--- config.mk ---
export PLATFORM = sky130hd
export DESIGN_NAME = pool_stream_layer
export DESIGN_NICKNAME = d
export VERILOG_FILES = /design/src/rtl/pool_pkg.sv /design/src/rtl/pool_lane_combine.sv /design/src/rtl/pool_stream_layer.sv
export SDC_FILE = /design/constraint.sdc
export NUM_CORES = 1
export LEC_CHECK = 0
export CORE_MARGIN = 4
export CORE_UTILIZATION = 35
export DETAILED_ROUTE_END_ITERATION = 10
export SLEW_MARGIN = 20
export SYNTH_ARGS = -nofsm -noshare
export SYNTH_HDL_FRONTEND = slang
export SYNTH_HIERARCHICAL = 1
export SYNTH_SLANG_ARGS = --single-unit
--- constraint.sdc ---
create_clock -name clk -period 4.35 [get_ports clk]
set_input_delay 0.87 -clock clk [delete_from_list [all_inputs] [get_ports clk]]
set_output_delay 0.87 -clock clk [all_outputs]
set_load 0.01 [all_outputs]
--- src/rtl/pool_pkg.sv ---
// -----------------------------------------------------------------------------
// pool_pkg
// Shared types and sizing helpers for the streaming pooling stage.
//   pool_mode_e : pooling operator selector (max / floor average)
//   acc_width() : accumulator width needed to sum a full PoolSize x PoolSize
//                 window of BitSize samples without overflow
//   pool_shift(): arithmetic right shift that turns a window sum into its
//                 floor average
// -----------------------------------------------------------------------------
package pool_pkg;

    typedef enum logic {
        POOL_MAX = 1'b0,
        POOL_AVG = 1'b1
    } pool_mode_e;

    function automatic int pool_shift(input int pool_size);
        return 2 * $clog2(pool_size);
    endfunction

    function automatic int acc_width(input int bit_size, input int pool_size);
        return bit_size + pool_shift(pool_size);
    endfunction

endpackage

--- src/rtl/pool_lane_combine.sv ---
// -----------------------------------------------------------------------------
// pool_lane_combine
// Combines one incoming lane sample with that lane's running window value.
// Ports:
//   i_start  : first pixel of a window; the sample replaces the accumulator
//   i_acc    : current accumulator entry (signed, AccW bits)
//   i_sample : incoming signed lane sample (BitSize bits)
//   i_mode   : POOL_MAX keeps the signed maximum, POOL_AVG keeps the sum
//   o_acc    : next accumulator value
// -----------------------------------------------------------------------------
module pool_lane_combine
    import pool_pkg::*;
#(
    parameter int BitSize = 4,
    parameter int AccW    = 6
) (
    input  logic                      i_start,
    input  logic signed [AccW-1:0]    i_acc,
    input  logic signed [BitSize-1:0] i_sample,
    input  pool_mode_e                i_mode,
    output logic signed [AccW-1:0]    o_acc
);

    logic signed [AccW-1:0] w_ext;

    assign w_ext = {{(AccW-BitSize){i_sample[BitSize-1]}}, i_sample};

    always_comb begin
        o_acc = w_ext;
        if (!i_start) begin
            if (i_mode == POOL_MAX) begin
                o_acc = (w_ext > i_acc) ? w_ext : i_acc;
            end else begin
                o_acc = i_acc + w_ext;
            end
        end
    end

endmodule

--- src/rtl/pool_stream_layer.sv ---
// -----------------------------------------------------------------------------
// pool_stream_layer
// Streaming multi-channel non-overlapping pooling (max or floor average).
// Pixels arrive in raster order, all Channels lanes per beat; one pooled pixel
// leaves per PoolSize x PoolSize window, one cycle after its last pixel.
// Ports:
//   clk, res_n            : clock, asynchronous active-low reset
//   in_valid/in_ready     : upstream handshake (in_ready = !out_valid || out_ready)
//   in_data               : lane c at [c*BitSize +: BitSize], signed
//   out_valid/out_ready   : downstream handshake, output held until accepted
//   out_data              : pooled lanes, same packing as in_data
//   out_last              : marks the final pooled pixel of an image
// -----------------------------------------------------------------------------
module pool_stream_layer
    import pool_pkg::*;
#(
    parameter int BitSize    = 4,
    parameter int Channels   = 2,
    parameter int ImageWidth = 4,
    parameter int PoolSize   = 2,
    parameter int Mode       = 0
) (
    input  logic                        clk,
    input  logic                        res_n,
    input  logic                        in_valid,
    output logic                        in_ready,
    input  logic [Channels*BitSize-1:0] in_data,
    output logic                        out_valid,
    input  logic                        out_ready,
    output logic [Channels*BitSize-1:0] out_data,
    output logic                        out_last
);

    localparam int AccW  = acc_width(BitSize, PoolSize);
    localparam int Shift = pool_shift(PoolSize);
    localparam int Log2P = $clog2(PoolSize);
    localparam int NumOw = ImageWidth / PoolSize;
    localparam int CntW  = (ImageWidth > 1) ? $clog2(ImageWidth) : 1;
    localparam int OwW   = (NumOw > 1) ? $clog2(NumOw) : 1;
    localparam pool_mode_e ModeE = (Mode == 1) ? POOL_AVG : POOL_MAX;

    if ((ImageWidth % PoolSize) != 0) begin : g_err_width
        $error("pool_stream_layer: ImageWidth must be a multiple of PoolSize");
    end
    if ((PoolSize < 2) || ((PoolSize & (PoolSize - 1)) != 0)) begin : g_err_pool
        $error("pool_stream_layer: PoolSize must be a power of two >= 2");
    end

    // Max mode keeps a sign-extended sample, so its low bits are the answer;
    // average mode floors the window sum by an arithmetic shift.
    function automatic logic [BitSize-1:0] pool_result(input logic signed [AccW-1:0] acc);
        logic signed [AccW-1:0] shifted;
        shifted = (ModeE == POOL_AVG) ? (acc >>> Shift) : acc;
        return shifted[BitSize-1:0];
    endfunction

    logic [CntW-1:0]                r_col;
    logic [CntW-1:0]                r_row;
    logic signed [AccW-1:0]         r_acc [NumOw][Channels];
    logic                           r_out_valid_p1;
    logic [Channels*BitSize-1:0]    r_out_data_p1;
    logic                           r_out_last_p1;

    logic                           w_accept;
    logic [Log2P-1:0]               w_wc;
    logic [Log2P-1:0]               w_wr;
    logic [OwW-1:0]                 w_ow;
    logic                           w_start;
    logic                           w_done;
    logic                           w_col_end;
    logic                           w_row_end;
    logic signed [AccW-1:0]         w_next [Channels];
    logic [Channels*BitSize-1:0]    w_result;

    assign in_ready  = !r_out_valid_p1 || out_ready;
    assign w_accept  = in_valid && in_ready;
    assign w_wc      = r_col[Log2P-1:0];
    assign w_wr      = r_row[Log2P-1:0];
    assign w_ow      = OwW'(r_col >> Log2P);
    assign w_start   = (w_wc == '0) && (w_wr == '0);
    assign w_done    = (&w_wc) && (&w_wr);
    assign w_col_end = (r_col == CntW'(ImageWidth - 1));
    assign w_row_end = (r_row == CntW'(ImageWidth - 1));

    // Stage p0: combine each lane with its column's accumulator entry
    for (genvar c = 0; c < Channels; c++) begin : g_lane
        pool_lane_combine #(
            .BitSize (BitSize),
            .AccW    (AccW)
        ) u_combine (
            .i_start  (w_start),
            .i_acc    (r_acc[w_ow][c]),
            .i_sample (in_data[c*BitSize +: BitSize]),
            .i_mode   (ModeE),
            .o_acc    (w_next[c])
        );
        assign w_result[c*BitSize +: BitSize] = pool_result(w_next[c]);
    end

    // Stage p1: counters, accumulator row buffer and the output register
    always_ff @(posedge clk or negedge res_n) begin
        if (!res_n) begin
            r_col          <= '0;
            r_row          <= '0;
            r_out_valid_p1 <= 1'b0;
            r_out_data_p1  <= '0;
            r_out_last_p1  <= 1'b0;
            for (int i = 0; i < NumOw; i++) begin
                for (int c = 0; c < Channels; c++) begin
                    r_acc[i][c] <= '0;
                end
            end
        end else begin
            if (w_accept) begin
                for (int c = 0; c < Channels; c++) begin
                    r_acc[w_ow][c] <= w_next[c];
                end
                if (w_col_end) begin
                    r_col <= '0;
                    r_row <= w_row_end ? '0 : r_row + CntW'(1);
                end else begin
                    r_col <= r_col + CntW'(1);
                end
            end

            // A completion reloads the register even while the old value is
            // being popped, so back-to-back windows never bubble.
            if (w_accept && w_done) begin
                r_out_valid_p1 <= 1'b1;
                r_out_data_p1  <= w_result;
                r_out_last_p1  <= w_col_end && w_row_end;
            end else if (out_ready) begin
                r_out_valid_p1 <= 1'b0;
                r_out_last_p1  <= 1'b0;
            end
        end
    end

    assign out_valid = r_out_valid_p1;
    assign out_data  = r_out_data_p1;
    assign out_last  = r_out_last_p1;

endmodule
# After elaboration in Yosys (flattened, before gate mapping)
# Cells that the tools add are included.
# word_totals
register_bits	38
input_bits	12
elab_cells	48
# op_classes
add_sub_neg	2
magnitude_cmp	4
eq_ne	2
muxes	18
n_bitwise	3
n_reduce_logical	10
# op_table
op	count
24-bit bitwise mux	2
12-bit two-way mux	4
6-bit two-way mux	5
12-bit demux with 1-bit select	2
4-bit by 6-bit > comparator with 1-bit output	2
1-bit logical AND	6
2-bit by 1-bit adder with 2-bit output (second input constant)	2
2-bit equality test (second input constant)	2
2-bit two-way mux	2
1-bit two-way mux	3
2-bit >= comparator (second input constant)	1
2-bit by 1-bit less-than comparator with 1-bit output (second input constant)	1
1-bit NOT	2
1-bit NOT with 2-bit output	1
2-bit AND reduction	1
2-bit nonzero test	1
1-bit logical NOT	1
1-bit logical OR	1

# Logic depth before layout (Yosys ltp)
# Gate-level depths: netlist of run 1.
# logic_depth
ltp_word	9
mapped_depth	11
ltp_nobuf	10

# Hierarchy
# The synthesis of run 1 kept the hierarchy.
# by_module_without_submodules
module	n_inst	cells_each	area_each_um2	seq_area_each_um2
pool_stream_layer	1	106	1682.9	950.9
pool_lane_combine (g_lane[1].u_combine)	1	65	504.2	0.0
pool_lane_combine (g_lane[0].u_combine)	1	65	503.0	0.0

# Worst setup path before layout of run 1
# OpenSTA, ideal clock, no wires.
# synth_path
path_kind	register to register
from	register r_col[1]
to	register r_out_data_p1[3], in the netlist out_data[3]
setup_time_ns	0.125
t_arrival_ns	2.784
path_slack_ns	1.441
stages_incl_launch_ff	11
n_path_buf	1
path_cell_list	dfrtp_1 buf_2 mux2_2 inv_1 ha_1 and4_4 a32o_2 a41oi_4 a21oi_2 mux2_1 mux2_2
# synth_lines
item	line	rtl
from (decl)	pool_stream_layer.sv:57	logic [CntW-1:0] r_col;
from (signal assigned)	pool_stream_layer.sv:122	r_col <= r_col + CntW'(1);
to (signal assigned)	pool_stream_layer.sv:130	r_out_data_p1 <= w_result;
to (decl)	pool_stream_layer.sv:61	logic [Channels*BitSize-1:0] r_out_data_p1;

==> impl_metrics.env, run 1 <==
export IMPL_clock_latency_ns=0.28
export IMPL_synthTopCellsByArea="dfrtp_1, mux2_2, ha_1"
export IMPL_cap_violations=0
export IMPL_p_leak_nw=1.40
export IMPL_h_tree_depth=2
export IMPL_cp_common_cell="mux2_2"
export IMPL_ys_seq_area_share_pct=35.3
export IMPL_skew_ns=0.00370
export IMPL_final_nets=299
export IMPL_area_sequential_um2=951
export IMPL_multiInputGateArea_um2=1610
export IMPL_critPathRequiredTime_ns=4.52
export IMPL_grt_pass1_vias=1782
export IMPL_power_density_nw_per_um2=808
export IMPL_rrSetupSlack_ns=1.15
export IMPL_hp_start="r_acc[4]$_DFFE_PN0P_"
export IMPL_async_flop_share_pct=100
export IMPL_crit_family="multiplexers"
export IMPL_path_clk_slew_ns=0.07
export IMPL_rsz0062_at_grt="no"
export IMPL_grt_max_degree=39
export IMPL_synthDistinctLibCells=49
export IMPL_placementRows=31
export IMPL_antenna_found_initial=0
export IMPL_total_power_mw=2.49
export IMPL_ys_warnings_count=6
export IMPL_cts_sinks=38
export IMPL_synth_edf_count=0
export IMPL_startpoint_type="flip-flop"
export IMPL_vias_per_cell=4.83
export IMPL_rr_startpoint="r_col[1]$_DFFE_PN0P_"
export IMPL_min_path_type="reg2reg"
export IMPL_critPathMaxStageDelay_ns=0.74
export IMPL_n_antenna_cell=0
export IMPL_cts_root_buf="clkbuf_8"
export IMPL_holdPathEnd="r_acc[4]$_DFFE_PN0P_"
export IMPL_max_freq_ghz=0.313
export IMPL_grt_overflow=0
export IMPL_end_kind="flip-flop"
export IMPL_finalSetupTns_ns=0
export IMPL_worst_setup_path_type="reg2reg"
export IMPL_outcome="finished, final reports clean"
export IMPL_synth_area_um2=2690
export IMPL_synth_flop_cell="dfrtp_1"
export IMPL_grt_pass1_wl_mm=8.40
export IMPL_syn2layout_area_growth_pct=14.8
export IMPL_reg2regPathDepth=9
export IMPL_cp_buffers_inverters=1
export IMPL_slew_viol_final=0
export IMPL_cts_tree="yes"
export IMPL_ys_ff_latch=38
export IMPL_worstMarginPinSlew_ns=0.826
export IMPL_num_io_pins=23
export IMPL_hold_viol_final=0
export IMPL_irDropWorstVdd_mv=0.313
export IMPL_finalSetupViolCount=0
export IMPL_post_route_period_util_pct=73.5
export IMPL_coreArea_um2=7370
export IMPL_avgSynthCellArea_um2=11.4
export IMPL_wl_per_cell_um=13.6
export IMPL_drc_errors=0
export IMPL_postRouteAntennaNets=0
export IMPL_ctsHoldBuffers=0
export IMPL_worst_setup_path_startpoint="r_col[1]$_DFFE_PN0P_"
export IMPL_critPathSlowestCell="dfrtp_1"
export IMPL_final_layout_size_suffix_gt1_share_pct=26.3
export IMPL_dp_hpwl_mm=3.72
export IMPL_dieArea_um2=9150
export IMPL_synth_top_cell_by_area="dfrtp_1"
export IMPL_die_h_um=95.7
export IMPL_ctsLongestPathBuffers=2
export IMPL_drt_first_pass_iters=4
export IMPL_chipWidth_um=95.7
export IMPL_track_usage_pct=11.6
export IMPL_crit_cells=9
export IMPL_cts_resized=0
export IMPL_r2r_end="out_data[3]$_DFFE_PN0P_"
export IMPL_cts_buffers=5
export IMPL_period_needed_ns=3.20
export IMPL_cts_setup_buffers=0
export IMPL_drt_iter0_drc=48
export IMPL_port_buffers=22
export IMPL_nFillCells=722
export IMPL_max_slew_margin_rel_pct=44.7
export IMPL_routed_wirelength_mm=4.90
export IMPL_routabilityCongestion=0.852
export IMPL_yosys_top_cells_count="dfrtp_1, mux2_2, inv_1, ha_1, nand2_1"
export IMPL_worstPathCellList="mux2_2, inv_1, ha_1, and4_4, a32o_2, a41oi_4, a21oi_2, mux2_1, mux2_2"
export IMPL_netlist_instances=236
export IMPL_cp_max_fo=16
export IMPL_yosysTopAreaCellShare_pct=35.3
export IMPL_initial_utilization_pct=36.5
export IMPL_whs_path_depth=1
export IMPL_route_vias_total=1743
export IMPL_arrival_ns=3.37
worst register-to-register path, cell delays in order, from the launching register on:
cell     delay, ns
dfrtp_1       0.74
mux2_2        0.42
inv_1         0.08
ha_1          0.29
and4_4        0.22
a32o_2        0.27
a41oi_4       0.25
a21oi_2       0.15
mux2_1        0.39
mux2_2        0.27
registers in the layout, summed over array words and instances (netlist names):
signal,cells
r_acc,24
r_col,2
out_data,8
out_last,1
r_row,2
out_valid,1
cell type report:
class | count | share of cell area, %
clock buffers | 7 | 2.80
flip-flops and latches | 38 | 30.8
repair buffers | 22 | 6.97
inverters | 26 | 3.16
well taps | 99 | 4.01
multi-input cells | 168 | 52.1
clock inverters | 1 | 0.162
routing by layer:
metal	part of all wire, %	vias up	wire, µm	GRT usage, %
met5	0	-	0	0
li1	-	892	-	-
met2	46	23	2240	18.3
met1	51	823	2480	16.1
met3	3.1	5	152	2.60
met4	0.63	0	31	2.84
stage by stage:
stage | std cells | worst slack (ns) | instance area [µm²] | util [%] | hold WS (ns)
6_report | 361 | 1.15 | 3090 | 41.9 | 0.504
3_5_place_dp | 353 | 0.860 | 3000 | 40.7 | 0.491
2_1_floorplan | 238 | 1.44 | 2700 | - | 0.474
4_1_cts | 361 | 1.11 | 3090 | 41.9 | 0.508
5_1_grt | 361 | 0.953 | 3090 | 41.9 | 0.520
3_3_place_gp | 353 | 0.867 | 3000 | 40.7 | 0.482
placed cells by master, fill, tap and decap left out, types with 3 or more instances in the layout:
| master | synthesis | final |
|---|---|---|
| a21oi_1 | 8 | 8 |
| nand3_1 | 3 | 3 |
| mux2_2 | 38 | 38 |
| conb_1 | 1 | 3 |
| xnor2_1 | 5 | 5 |
| clkbuf_8 | 0 | 6 |
| nor2_1 | 7 | 7 |
| clkdlybuf4s50_1 | 0 | 21 |
| nor3_1 | 3 | 3 |
| ha_1 | 24 | 24 |
| o31ai_1 | 3 | 3 |
| mux2_4 | 10 | 10 |
| nand2_1 | 11 | 11 |
| or4_1 | 3 | 3 |
| dfrtp_1 | 38 | 38 |
| mux2i_1 | 6 | 6 |
| inv_1 | 26 | 26 |
where the power goes:
| group | leakage (nW) | total, mW | switching [mW] | internal [mW] |
|---|---|---|---|---|
| Combinational | 0.903 | 1.59 | 0.756 | 0.836 |
| Clock | 0.0482 | 0.248 | 0.120 | 0.128 |
| Sequential | 0.448 | 0.654 | 0.120 | 0.535 |
| Total | 1.40 | 2.49 | 0.995 | 1.50 |
logic make-up (layout without fill, tap and decap cells):
| logic type | count (synthesis) | in the layout | share of synthesized area (%) |
|---|---|---|---|
| AO/OA/AOI/OAI | 35 | 35 | 10.8 |
| XOR/XNOR | 7 | 7 | 2.28 |
| adder cells (fa/ha/maj) | 26 | 26 | 12.7 |
| buffers and inverters | 32 | 56 | 5.12 |
| flip-flops | 38 | 38 | 35.3 |
| multiplexers | 56 | 56 | 24.6 |
| other | 1 | 3 | 0.139 |
| AND/OR/NAND/NOR | 41 | 41 | 9.12 |
how the worst max path moves through the flow:
stage / slack (ns) / endpoint
floorplan: 1.44 / out_data[3]$_DFFE_PN0P_
CTS: 1.11 / out_data[3]$_DFFE_PN0P_
finish: 1.15 / out_data[3]$_DFFE_PN0P_
detailed placement: 0.86 / r_acc[9]$_DFFE_PN0P_
global placement: 0.87 / out_data[3]$_DFFE_PN0P_
global route: 0.95 / out_data[3]$_DFFE_PN0P_
Note: power is estimated with default switching activity, not from simulation.
==> inputs of run 2 (changes only) <==
==> constraint.sdc (replaced) <==
create_clock -name clk -period 3.3 [get_ports clk]
set_input_delay 0.66 -clock clk [delete_from_list [all_inputs] [get_ports clk]]
set_output_delay 0.66 -clock clk [all_outputs]
set_load 0.01 [all_outputs]
==> run 2 against run 1 <==
Sequential power rose by 28%. Non-clock buffer count rose by 6. Worst hold slack got worse by 0.029 ns. Clock skew barely moved. Via count rose by 2.2%. Clock-buffer cell count did not move. Wire length rose by 2.3%. Global-route usage rose by 0.62 points. Register-to-register slack got worse by 0.86 ns. Sequential share of layout area fell by 0.56 points. Die area did not move. Clock power rose by 29%. Critical path type unchanged.
==> impl_metrics.env, run 2 (synthesis results as in run 1) <==
export IMPL_irDropWorstVdd_mv=0.425
export IMPL_final_cell_mix="mux2_2, dfrtp_1, inv_1, ha_1, clkdlybuf4s50_1"
export IMPL_initial_utilization_pct=36.5
export IMPL_p_leak_nw=1.43
export IMPL_antenna_found_initial=0
export IMPL_critPathSlowestCell="dfrtp_1"
export IMPL_period_needed_ns=3.00
export IMPL_final_nets=305
export IMPL_drc_errors=0
export IMPL_final_layout_size_suffix_gt1_share_pct=28.0
export IMPL_num_io_pins=23
export IMPL_cts_buffers=5
export IMPL_use_met2_pct=18.6
export IMPL_p_sw_mw=1.33
export IMPL_worst_setup_path_type="reg2reg"
export IMPL_critPathRequiredTime_ns=3.47
export IMPL_postRouteAntennaNets=0
export IMPL_finalSetupTns_ns=0
export IMPL_setup_ws_ns=0.295
export IMPL_port_buffers=22
export IMPL_outcome="finished, final reports clean"
export IMPL_cp_max_fo=7
export IMPL_slew_viol_final=0
export IMPL_power_density_nw_per_um2=1070
export IMPL_cts_root_buf="clkbuf_8"
export IMPL_cap_violations=0
export IMPL_worstPathCellList="buf_12, mux2_2, inv_1, ha_1, and4_4, a32o_2, a41oi_4, a21oi_2, mux2_1, mux2_2"
export IMPL_min_path_type="in2async"
export IMPL_clock_latency_ns=0.28
export IMPL_combPwrFrac_pct=65.7
export IMPL_cts_resized=0
export IMPL_routed_wirelength_mm=5.01
export IMPL_grt_use_met1_pct=17.2
export IMPL_startpoint_type="flip-flop"
export IMPL_nFillCells=723
export IMPL_ctsHoldBuffers=0
export IMPL_vias_per_cell=4.86
export IMPL_rsz0062_at_grt="no"
export IMPL_h_tree_depth=2
export IMPL_pwr_share_seq_pct=24.9
export IMPL_cts_setup_buffers=0
export IMPL_n_antenna_cell=0
export IMPL_fin_util_pct=42.7
export IMPL_skew_ns=0.00349
export IMPL_clkPwrFrac_pct=9.4
export IMPL_drt_iter0_drc=52
export IMPL_wl_per_cell_um=13.7
export IMPL_arrival_ns=3.17
export IMPL_chipWidth_um=95.7
export IMPL_finalSetupViolCount=0
export IMPL_hold_viol_final=0
export IMPL_grt_max_degree=39
export IMPL_grt_overflow=0
export IMPL_top_register="r_acc"
export IMPL_switching_share_pct=39.3
export IMPL_critPathMaxStageDelay_ns=0.52
export IMPL_intPower_mw=2.05
export IMPL_end_kind="flip-flop"
export IMPL_coreArea_um2=7370
export IMPL_dieArea_um2=9150
export IMPL_post_route_period_util_pct=91.1
export IMPL_use_met3_pct=3.39
export IMPL_route_vias_total=1782
export IMPL_routabilityCongestion=0.845
export IMPL_largest_register_ffs=24
export IMPL_path_clk_slew_ns=0.07
export IMPL_worstMarginPinSlew_ns=0.855
export IMPL_drt_first_pass_iters=4
export IMPL_dp_hpwl_mm=3.88
export IMPL_cts_sinks=38
export IMPL_cp_common_cell="mux2_2"
export IMPL_track_usage_pct=12.2
export IMPL_pre_cts_slack_ns=0.156
export IMPL_grt_pass1_vias=1859
export IMPL_grt_pass1_wl_mm=8.80
export IMPL_cts_tree="yes"
export IMPL_die_h_um=95.7
export IMPL_ctsLongestPathBuffers=2
export IMPL_top_usage_layer="met2"
export IMPL_max_slew_margin_rel_pct=42.8
export IMPL_placementRows=31
export IMPL_max_freq_ghz=0.333
export IMPL_syn2layout_area_growth_pct=16.9
-- run 2: cell count changes in the layout (fill, tap and decap cells not counted) --
cell    change
buf_12      +1
buf_4       +5
-- run 2: final cells by class --
class	instances	area [µm²]	share of cell area (%)
multi-input combinational	168	1610	51.2
clock buffer	7	86.3	2.74
tap	99	124	3.94
sequential	38	951	30.2
inverter	26	97.6	3.10
clock inverter	1	5.00	0.159
timing repair buffer	28	273	8.67
-- run 2: metrics by stage --
step | instance area (µm²) | instances | hold slack [ns] | power, mW
global placement | 3050 | 359 | 0.481 | 3.05
floorplan | 2700 | 238 | 0.364 | 2.50
finish | 3150 | 367 | 0.475 | 3.38
detailed placement | 3050 | 359 | 0.489 | 3.08
global route | 3150 | 367 | 0.515 | 3.71
CTS | 3150 | 367 | 0.501 | 3.42
-- run 2: power by group through the flow --
stage	Combinational (mW)	Clock (mW)	Sequential, mW
final	2.22	0.319	0.840
after global routing	2.48	0.360	0.872
after CTS	2.24	0.337	0.843
after detailed placement	2.23	0	0.850
after global placement	2.20	0	0.844
after floorplan	1.65	0	0.842
-- run 2: per-layer routing --
layer / share of wire (%) / routed length (µm) / vias to the layer above
li1: - / - / 903
met1: 52 / 2590 / 854
met2: 45 / 2240 / 20
met3: 3.0 / 149 / 5
met4: 0.74 / 37 / 0
met5: 0 / 0 / -
-- run 2: worst paths after layout --
kind,slack (ns),depth (start not counted),startpoint,endpoint
setup / recovery,0.30,10,r_col[1]$_DFFE_PN0P_,out_data[3]$_DFFE_PN0P_
hold / removal,0.47,1,res_n,r_row[0]$_DFFE_PN0P_
setup reg to reg,0.30,10,r_col[1]$_DFFE_PN0P_,out_data[3]$_DFFE_PN0P_
hold reg to reg,0.50,1,r_acc[9]$_DFFE_PN0P_,r_acc[9]$_DFFE_PN0P_
max in group asynchronous,2.30,1,res_n,out_data[5]$_DFFE_PN0P_
min in group clk,0.50,1,r_acc[9]$_DFFE_PN0P_,r_acc[9]$_DFFE_PN0P_
-- run 2: worst max-delay path: cells and delay by family, from the launching register on --
family,cells,cell delay [ns]
AO/OA/AOI/OAI,3,0.59
adder cells (fa/ha/maj),1,0.29
buffers and inverters,2,0.24
flip-flops,1,0.52
multiplexers,3,1.01
AND/OR/NAND/NOR,1,0.23
